### src/rtl/wb_pkg.sv
// wb_pkg: shared writeback request type and default widths
package wb_pkg;
  localparam int XLEN_DEF = 32;
  localparam int AW_DEF = 5;
  typedef struct packed {
    logic [AW_DEF-1:0] rd;
    logic [XLEN_DEF-1:0] data;
  } wb_req_t;
endpackage

### src/rtl/regfile_wb_ctrl_if.sv
// regfile_wb_ctrl_if: ALU/LSU writeback inputs and regfile write-port outputs
import wb_pkg::*;
interface regfile_wb_ctrl_if #(
  parameter int XLEN = XLEN_DEF,
  parameter int AW = AW_DEF,
  parameter int DEPTH = 2
);
  logic i_alu_valid;
  logic [AW-1:0] i_alu_rd;
  logic [XLEN-1:0] i_alu_data;
  logic i_lsu_valid;
  logic o_lsu_ready;
  logic [AW-1:0] i_lsu_rd;
  logic [XLEN-1:0] i_lsu_data;
  logic o_wr_en;
  logic [AW-1:0] o_wr_addr;
  logic [XLEN-1:0] o_wr_data;
  logic [$clog2(DEPTH+1)-1:0] o_fifo_count;
  modport slave (
    input i_alu_valid, i_alu_rd, i_alu_data, i_lsu_valid, i_lsu_rd, i_lsu_data,
    output o_lsu_ready, o_wr_en, o_wr_addr, o_wr_data, o_fifo_count
  );
  modport master (
    output i_alu_valid, i_alu_rd, i_alu_data, i_lsu_valid, i_lsu_rd, i_lsu_data,
    input o_lsu_ready, o_wr_en, o_wr_addr, o_wr_data, o_fifo_count
  );
endinterface

### src/rtl/wb_fifo.sv
// wb_fifo: circular FIFO of writeback requests, any DEPTH >= 1
import wb_pkg::*;
module wb_fifo #(
  parameter type T = wb_req_t,
  parameter int DEPTH = 2,
  localparam int PW = DEPTH > 1 ? $clog2(DEPTH) : 1,
  localparam int CW = $clog2(DEPTH + 1)
) (
  input  logic clk,
  input  logic rst,
  input  logic push_i,
  input  T data_i,
  input  logic pop_i,
  output T data_o,
  output logic full_o,
  output logic empty_o,
  output logic [CW-1:0] count_o
);
  if (DEPTH < 1) begin : g_bad_depth
    $error("wb_fifo: DEPTH must be at least 1");
  end
  T mem_q [DEPTH];
  logic [PW-1:0] wp_q, rp_q;
  logic [CW-1:0] cnt_q;
  function automatic logic [PW-1:0] inc(input logic [PW-1:0] p);
    return p == PW'(DEPTH - 1) ? '0 : p + 1'b1;
  endfunction
  always_ff @(posedge clk or posedge rst) begin
    if (rst) begin
      wp_q <= '0;
      rp_q <= '0;
      cnt_q <= '0;
    end else begin
      if (push_i) wp_q <= inc(wp_q);
      if (pop_i) rp_q <= inc(rp_q);
      cnt_q <= cnt_q + CW'(push_i) - CW'(pop_i);
    end
  end
  always_ff @(posedge clk) begin
    if (push_i) mem_q[wp_q] <= data_i;
  end
  assign data_o = mem_q[rp_q];
  assign full_o = cnt_q == CW'(DEPTH);
  assign empty_o = cnt_q == '0;
  assign count_o = cnt_q;
endmodule

### src/rtl/regfile_wb_ctrl.sv
// regfile_wb_ctrl: merges ALU (priority) and buffered LSU writebacks onto one regfile write port
import wb_pkg::*;
module regfile_wb_ctrl #(
  parameter int XLEN = XLEN_DEF,
  parameter int AW = AW_DEF,
  parameter int DEPTH = 2
) (
  input logic i_clk,
  input logic i_rst,
  regfile_wb_ctrl_if.slave bus
);
  typedef struct packed {
    logic [AW-1:0] rd;
    logic [XLEN-1:0] data;
  } req_t;
  req_t push_data, head;
  logic full, empty, alu_req, push, pop;
  logic wr_en_q, wr_en_d;
  logic [AW-1:0] wr_addr_q, wr_addr_d;
  logic [XLEN-1:0] wr_data_q, wr_data_d;
  assign push_data = '{rd: bus.i_lsu_rd, data: bus.i_lsu_data};
  // x0 requests are dropped: ALU to x0 frees the port, LSU to x0 is accepted but not queued
  assign alu_req = bus.i_alu_valid && bus.i_alu_rd != '0;
  assign push = bus.i_lsu_valid && !full && bus.i_lsu_rd != '0;
  assign pop = !alu_req && !empty;
  wb_fifo #(.T(req_t), .DEPTH(DEPTH)) u_fifo (
    .clk(i_clk),
    .rst(i_rst),
    .push_i(push),
    .data_i(push_data),
    .pop_i(pop),
    .data_o(head),
    .full_o(full),
    .empty_o(empty),
    .count_o(bus.o_fifo_count)
  );
  always_comb begin
    wr_en_d = alu_req || pop;
    wr_addr_d = alu_req ? bus.i_alu_rd : pop ? head.rd : wr_addr_q;
    wr_data_d = alu_req ? bus.i_alu_data : pop ? head.data : wr_data_q;
  end
  always_ff @(posedge i_clk or posedge i_rst) begin
    if (i_rst) begin
      wr_en_q <= 1'b0;
      wr_addr_q <= '0;
      wr_data_q <= '0;
    end else begin
      wr_en_q <= wr_en_d;
      wr_addr_q <= wr_addr_d;
      wr_data_q <= wr_data_d;
    end
  end
  assign bus.o_lsu_ready = !full;
  assign bus.o_wr_en = wr_en_q;
  assign bus.o_wr_addr = wr_addr_q;
  assign bus.o_wr_data = wr_data_q;
endmodule

### src/flat_wrapper.sv
// flat-port wrapper written by rule: the top's interface ports become plain ports
module regfile_wb_ctrl_flat 
#(
  parameter int XLEN = XLEN_DEF,
  parameter int AW = AW_DEF,
  parameter int DEPTH = 2
)
  (i_clk, i_rst, bus_i_alu_valid, bus_i_alu_rd, bus_i_alu_data, bus_i_lsu_valid, bus_i_lsu_rd, bus_i_lsu_data, bus_o_lsu_ready, bus_o_wr_en, bus_o_wr_addr, bus_o_wr_data, bus_o_fifo_count);
  regfile_wb_ctrl_if #(.XLEN(XLEN), .AW(AW), .DEPTH(DEPTH)) bus_i ();
  input logic i_clk;
  input logic i_rst;
  input wire logic [$bits(bus_i.i_alu_valid)-1:0] bus_i_alu_valid;
  input wire logic [$bits(bus_i.i_alu_rd)-1:0] bus_i_alu_rd;
  input wire logic [$bits(bus_i.i_alu_data)-1:0] bus_i_alu_data;
  input wire logic [$bits(bus_i.i_lsu_valid)-1:0] bus_i_lsu_valid;
  input wire logic [$bits(bus_i.i_lsu_rd)-1:0] bus_i_lsu_rd;
  input wire logic [$bits(bus_i.i_lsu_data)-1:0] bus_i_lsu_data;
  output wire logic [$bits(bus_i.o_lsu_ready)-1:0] bus_o_lsu_ready;
  output wire logic [$bits(bus_i.o_wr_en)-1:0] bus_o_wr_en;
  output wire logic [$bits(bus_i.o_wr_addr)-1:0] bus_o_wr_addr;
  output wire logic [$bits(bus_i.o_wr_data)-1:0] bus_o_wr_data;
  output wire logic [$bits(bus_i.o_fifo_count)-1:0] bus_o_fifo_count;
  assign bus_i.i_alu_valid = bus_i_alu_valid;
  assign bus_i.i_alu_rd = bus_i_alu_rd;
  assign bus_i.i_alu_data = bus_i_alu_data;
  assign bus_i.i_lsu_valid = bus_i_lsu_valid;
  assign bus_i.i_lsu_rd = bus_i_lsu_rd;
  assign bus_i.i_lsu_data = bus_i_lsu_data;
  assign bus_o_lsu_ready = bus_i.o_lsu_ready;
  assign bus_o_wr_en = bus_i.o_wr_en;
  assign bus_o_wr_addr = bus_i.o_wr_addr;
  assign bus_o_wr_data = bus_i.o_wr_data;
  assign bus_o_fifo_count = bus_i.o_fifo_count;
  regfile_wb_ctrl #(.XLEN(XLEN), .AW(AW), .DEPTH(DEPTH)) u_core (.i_clk(i_clk), .i_rst(i_rst), .bus(bus_i));
endmodule
### config.mk
export PLATFORM = sky130hd
export DESIGN_NAME = regfile_wb_ctrl_flat
export DESIGN_NICKNAME = d
export VERILOG_FILES = /design/src/rtl/wb_pkg.sv /design/src/rtl/regfile_wb_ctrl_if.sv /design/src/rtl/wb_fifo.sv /design/src/rtl/regfile_wb_ctrl.sv /design/src/flat_wrapper.sv
export SDC_FILE = /design/constraint.sdc
export NUM_CORES = 1
export LEC_CHECK = 0
export BUFFER_PORTS_ARGS = -buffer_cell sky130_fd_sc_hd__buf_2
export CAP_MARGIN = 5
export CORE_UTILIZATION = 49
export CTS_BUF_LIST = sky130_fd_sc_hd__clkbuf_4
export CTS_CLUSTER_SIZE = 14
export DETAILED_ROUTE_END_ITERATION = 8
export PLACE_DENSITY = 0.8
export SLEW_MARGIN = 15
export SYNTH_ARGS = -nofsm -noshare
export SYNTH_HDL_FRONTEND = slang
export SYNTH_SLANG_ARGS = --single-unit
### constraint.sdc
create_clock -name i_clk -period 2.8 [get_ports i_clk]
set_input_delay 0.42 -clock i_clk [delete_from_list [all_inputs] [get_ports i_clk]]
set_output_delay 0.42 -clock i_clk [all_outputs]
set_load 0.005 [all_outputs]
## Yosys cells after proc, flatten, opt, wreduce, memory -nomap -nowiden

Memory sizes are Yosys's and may differ from the RTL's.
Index checks and enable logic that the tools add are counted.

| storage, ports and cells | value |
|---|---|
| register bits after elaboration | 42 |
| RAM bits | 74 |
| output and inout bits | 41 |
| memories kept | 1 |

Memories:

| name | words | bits a word | read ports | clocked after memory_dff | wr ports | line | source |
|---|---|---|---|---|---|---|---|
| u_core.u_fifo.mem_q | 2 | 37 | 1 | 0 | 1 | wb_fifo.sv:22 | `T mem_q [DEPTH];` |

| cells by class | value |
|---|---|
| add/sub/neg operators | 4 |
| equality and inequality tests | 1 |
| muxes and demuxes | 8 |
| reductions and logical operators | 12 |

Operator list:

| operator | number |
|---|---|
| 32-bit 2-to-1 mux | 2 |
| 5-bit 2-to-1 mux | 2 |
| 5-bit nonzero test | 2 |
| 1-bit logical AND | 4 |
| 1-bit 2-to-1 mux | 4 |
| 1-bit logical NOT | 3 |
| 1-bit adder (second input constant) | 2 |
| 2-bit by 1-bit adder with 2-bit output | 1 |
| 2-bit == test (second input constant) | 1 |
| 2-bit logical NOT | 1 |
| 2-bit nonzero test | 1 |
| 2-bit by 1-bit subtractor with 2-bit output | 1 |
| 1-bit logical OR | 1 |

## Logic depth before layout (Yosys ltp)

| logic depth | value |
|---|---|
| word-level depth | 6 |
| depth in mapped cells | 8 |

## Hierarchy

From an unflattened synthesis, not the netlist that was laid out.

| second synthesis, totals | value |
|---|---|
| cell total of the unflattened synthesis | 265 |
| area, all modules | 4838.4 µm² |

By module, submodules not included:

| module | instances | cells each | area an instance (µm²) | sequential area each (µm²) |
|---|---|---|---|---|
| wb_fifo | 1 | 131 | 2952.8 | 2322.2 |
| regfile_wb_ctrl | 1 | 134 | 1885.6 | 950.9 |

## Worst setup path before layout

OpenSTA, ideal clock, no wires.

| timing | value |
|---|---|
| kind | reg2reg |
| from | reg u_core.u_fifo.cnt_q[1] (netlist: u_core.u_fifo.count_o[1]) |
| to | mem u_core.u_fifo.mem_q[0][0] (netlist bit) (enable) |
| setup time | 0.431 ns |
| arrival | 2.434 ns |
| slack | -0.065 ns |
| cell stages (with the launch flop) | 5 |
| path buffers | 1 |
| path through | dfrtp_1 -> clkbuf_1 -> nand2b_1 -> o211ai_2 -> nor2_1 |

| on the way | value |
|---|---|
| longest elaborated chain between the ends | 6 |

RTL lines:

| element | line | source |
|---|---|---|
| start, declared | wb_fifo.sv:24 | `logic [CW-1:0] cnt_q;` |
| start signal, assigned | wb_fifo.sv:36 | `cnt_q <= cnt_q + CW'(push_i) - CW'(pop_i);` |
| 2-bit == test | wb_fifo.sv:43 | `assign full_o = cnt_q == CW'(DEPTH);` |
| 1-bit logical NOT | -- |  |
| via bus_o_lsu_ready | flat_wrapper.sv:18 | `output wire logic [$bits(bus_i.o_lsu_ready)-1:0] bus_o_lsu_ready;` |
| 1-bit logical AND (2 in series) | regfile_wb_ctrl.sv:24 | `assign push = bus.i_lsu_valid && !full && bus.i_lsu_rd != '0;` |
| 1-bit 2-to-1 mux | wb_fifo.sv:40 | `if (push_i) mem_q[wp_q] <= data_i;` |
| 1-bit 2-to-1 mux (not written as such) | wb_fifo.sv:40 |  |
| end, declared | wb_fifo.sv:22 |  |

The timed path passes the listed nets, and every way through them passes these cells.

## Worst setup path after layout

| timing | value |
|---|---|
| from | reg u_core.u_fifo.cnt_q[1] (netlist: u_core.u_fifo.count_o[1]) |
| to | reg u_core.u_fifo.cnt_q[1] (netlist: u_core.u_fifo.count_o[1]) |

| on the way | value |
|---|---|
| elaborated cells between the ends (all ways) | 9 |
| those cells by class | 2 x add/sub; 1 x eq/ne; 6 x reduce/logical |

RTL lines:

| element | line | source |
|---|---|---|
| 2-bit logical NOT | wb_fifo.sv:44 | `assign empty_o = cnt_q == '0;` |
| 1-bit logical NOT | regfile_wb_ctrl.sv:25 | `assign pop = !alu_req && !empty;` |
| 1-bit logical AND | regfile_wb_ctrl.sv:25 |  |
| via u_core.pop | regfile_wb_ctrl.sv:17 | `logic full, empty, alu_req, push, pop;` |
| 2-bit by 1-bit subtractor with 2-bit output | wb_fifo.sv:36 |  |

The timed path passes the listed nets, and every way through them passes these cells.
A chain may end at the register's enable or synchronous reset.

==> results_dict.tcl <==
set metrics [dict create \
    required_ns 3.16 \
    period_needed_ns 2.101 \
    post-dp-hpwl_um 5954 \
    die_height_um 100.0 \
    critPathLaunchType "flip-flop" \
    hold_end "u_core.u_fifo.mem_q[1][31]" \
    h-tree-depth 4 \
    cts_made_buffers 17 \
    finalHoldViolCount 0 \
    start_util_pct 50.70 \
    setup_violations 0 \
    root_buffer "clkbuf_4" \
    post_cts_resized 0 \
    portBuffers 118 \
    drv_slew 0 \
    timing.rr.end "u_core.u_fifo.count_o[1]" \
    cts_max_path_buffers 2 \
    syn_nets 393 \
    antenna_left 0 \
    relSlewSlack_pct 26.31 \
    grt_use_total_pct 20.02 \
    crit_type "flip-flop to flip-flop" \
    wl_per_cell_um 16.07 \
    path_clk_slew_ns 0.11 \
    worst_slew_pin_slew_ns 1.103 \
    timing.hold.worst_path_depth 1 \
    worstSetupPathDepth 8 \
    finalWirelength_um 9242 \
    num-nets-final 513 \
    numClockSinks 116 \
    cts_hold_buffers 0 \
    synth.avg_cell_area_um2 15.04 \
    cts_tree "done" \
    vias 2941 \
    slowest_delay_ns 0.42 \
    syn_to_final_growth_pct 20.28 \
    hold_start "bus_i_lsu_data[31]" \
    synth_area_um2 4707 \
    grt_pass1_vias 3069 \
    synth_seq_cells 116 \
    path_delay_family "simple AND/OR/NAND/NOR gates" \
    drive_gt1_share_pct 42.38 \
    grt_pass1_wl_um 14840 \
    grt_setup_unrepaired "false" \
    maxCapViolations 0 \
    r2r_start "u_core.u_fifo.count_o[1]" \
    antenna_cells 0 \
    die-area_um2 10000 \
    syn_inst 313 \
    worstRegToRegCells 8 \
    power.total_mw 5.539 \
    crit_chain "buf_4, nor2_1, nor2_1, ha_1, inv_1, ha_1, xnor2_1, xnor2_1" \
    clock_latency_ns 0.48 \
    vias_per_cell 5.115 \
    outcome "finished, final reports clean" \
    setup_ws_ns 0.6989 \
    min_path_type "input pin to flip-flop" \
    synth.distinct_cells 28 \
    rows 35 \
    irDropWorstVdd_mv 0.5270 \
    p_leak_nw 2.277 \
    grt_antenna_before_repair 0 \
    core_um2 9284 \
    layout_common_cells "118 x buf_2, 74 x edfxtp_1, 41 x dfrtp_1" \
    final_common_cell "buf_2" \
    final.setup_skew_ns 0.02200 \
    gp_congestion 0.7409 \
    cpMaxStageDelayCell "nor2_1" \
    yosysWarnings 0 \
    fmax_mhz 476.0 \
    seq_area_frac_synth_pct 69.54 \
    post_cts_buffers 0 \
    drt_iter0_drc 134 \
    grt-ovfl-total 0 \
    drcViolationCount 0 \
    powerDensity_nw_per_um2 978.3 \
    first_pass_iters 4 \
    timing.final.crit_share_pct 75.04 \
    die_w_um 100.0 \
    crit_buf_inv 2 \
    crit_path_end_kind "flip-flop" \
    pin_count 119 \
    post-place-ws_ns 0.4932 \
    cp.arrival_ns 2.46 \
    grt_max_degree 43 \
    r2r_setup_slack_ns 0.70 \
    critical_path.max_fanout 38 \
]
## synthesized netlist by cell type, drive strengths merged
master    n  area share (%)
nor3     35             3.7
a211oi    3            0.48
inv       3            0.24
nor2b     3            0.40
mux2i    34             7.2
a21oi    34             3.6
a22o      2            0.37
buf      13             1.7
ha        2            0.53
or2       2            0.27
dfrtp    42              22
nand2     4            0.32
o211ai    1            0.27
o31ai     3            0.48
nor2      8            0.64
o21a      1            0.16
nand2b    1            0.13
clkbuf    8            0.64
mux2     32             7.7
o2bb2ai   1            0.19
edfxtp   74              47
o21ai     2            0.45
or3       1            0.24
or4       1            0.16
xnor2     3            0.56
## flip-flops by register name (all words and copies together), names as in the netlist
register and cells:
u_core.u_fifo.wp_q 1, u_core.bus.o_wr_en 1, u_core.u_fifo.mem_q 74, u_core.u_fifo.count_o 2, u_core.u_fifo.rp_q 1, u_core.bus.o_wr_addr 5, u_core.bus.o_wr_data 32
## power by group
group	switching (mW)	total (mW)	internal, mW
combinational	1.01	1.83	0.822
clock	0.584	1.10	0.517
sequential	0.244	2.61	2.37
## worst max-delay path by stage
stage                                 to                startpoint
6_report        u_core.u_fifo.count_o[1]  u_core.u_fifo.count_o[1]
3_5_place_dp    u_core.u_fifo.count_o[1]           bus_i_lsu_rd[0]
5_1_grt         u_core.u_fifo.count_o[1]  u_core.u_fifo.count_o[1]
4_1_cts         u_core.u_fifo.count_o[1]  u_core.u_fifo.count_o[1]
3_3_place_gp    u_core.u_fifo.count_o[1]           bus_i_lsu_rd[0]
2_1_floorplan  u_core.u_fifo.mem_q[0][0]  u_core.u_fifo.count_o[1]
## routing by layer
metal  wire (um)  track usage (%)
met1        3758            22.93
met2        4805            35.49
met3         574            5.989
met4         104            7.469
met5           0                0
## kinds of logic (layout without fill, tap and decap cells)
logic type	Yosys count	count (layout)	share of synthesized area, %
DFF	116	116	69.54
adders and majority gates	2	2	0.5315
AOI/OAI and AO/OA	47	47	6.007
muxes	66	66	14.89
buffers and inverters	24	157	2.605
and+or+nand+nor	55	55	5.875
xor gates and xnor gates	3	3	0.5583
## through the flow
step | utilization [%] | setup TNS (ns) | area [um2] | hold slack, ns | cells
floorplan | - | -4.805 | 4707 | 0.4681 | 313
global placement | 58.23 | 0 | 5406 | 0.5323 | 543
detailed placement | 58.23 | 0 | 5406 | 0.5691 | 543
CTS | 60.98 | 0 | 5662 | 0.07279 | 575
global route | 60.98 | 0 | 5662 | 0.06865 | 575
finish | 60.98 | 0 | 5662 | 0.1174 | 575
## final cells by class
cell class / instances / area (um2)
Clock inverter: 14 / 120.1
Timing Repair Buffer: 122 / 633.1
Fill cell: 777 / 3622
Inverter: 3 / 11.26
Tap cell: 129 / 161.4
Multi-Input combinational cell: 173 / 1326
Sequential cell: 116 / 3274
Clock buffer: 18 / 135.1
Power figures use the tool's default switching activity.
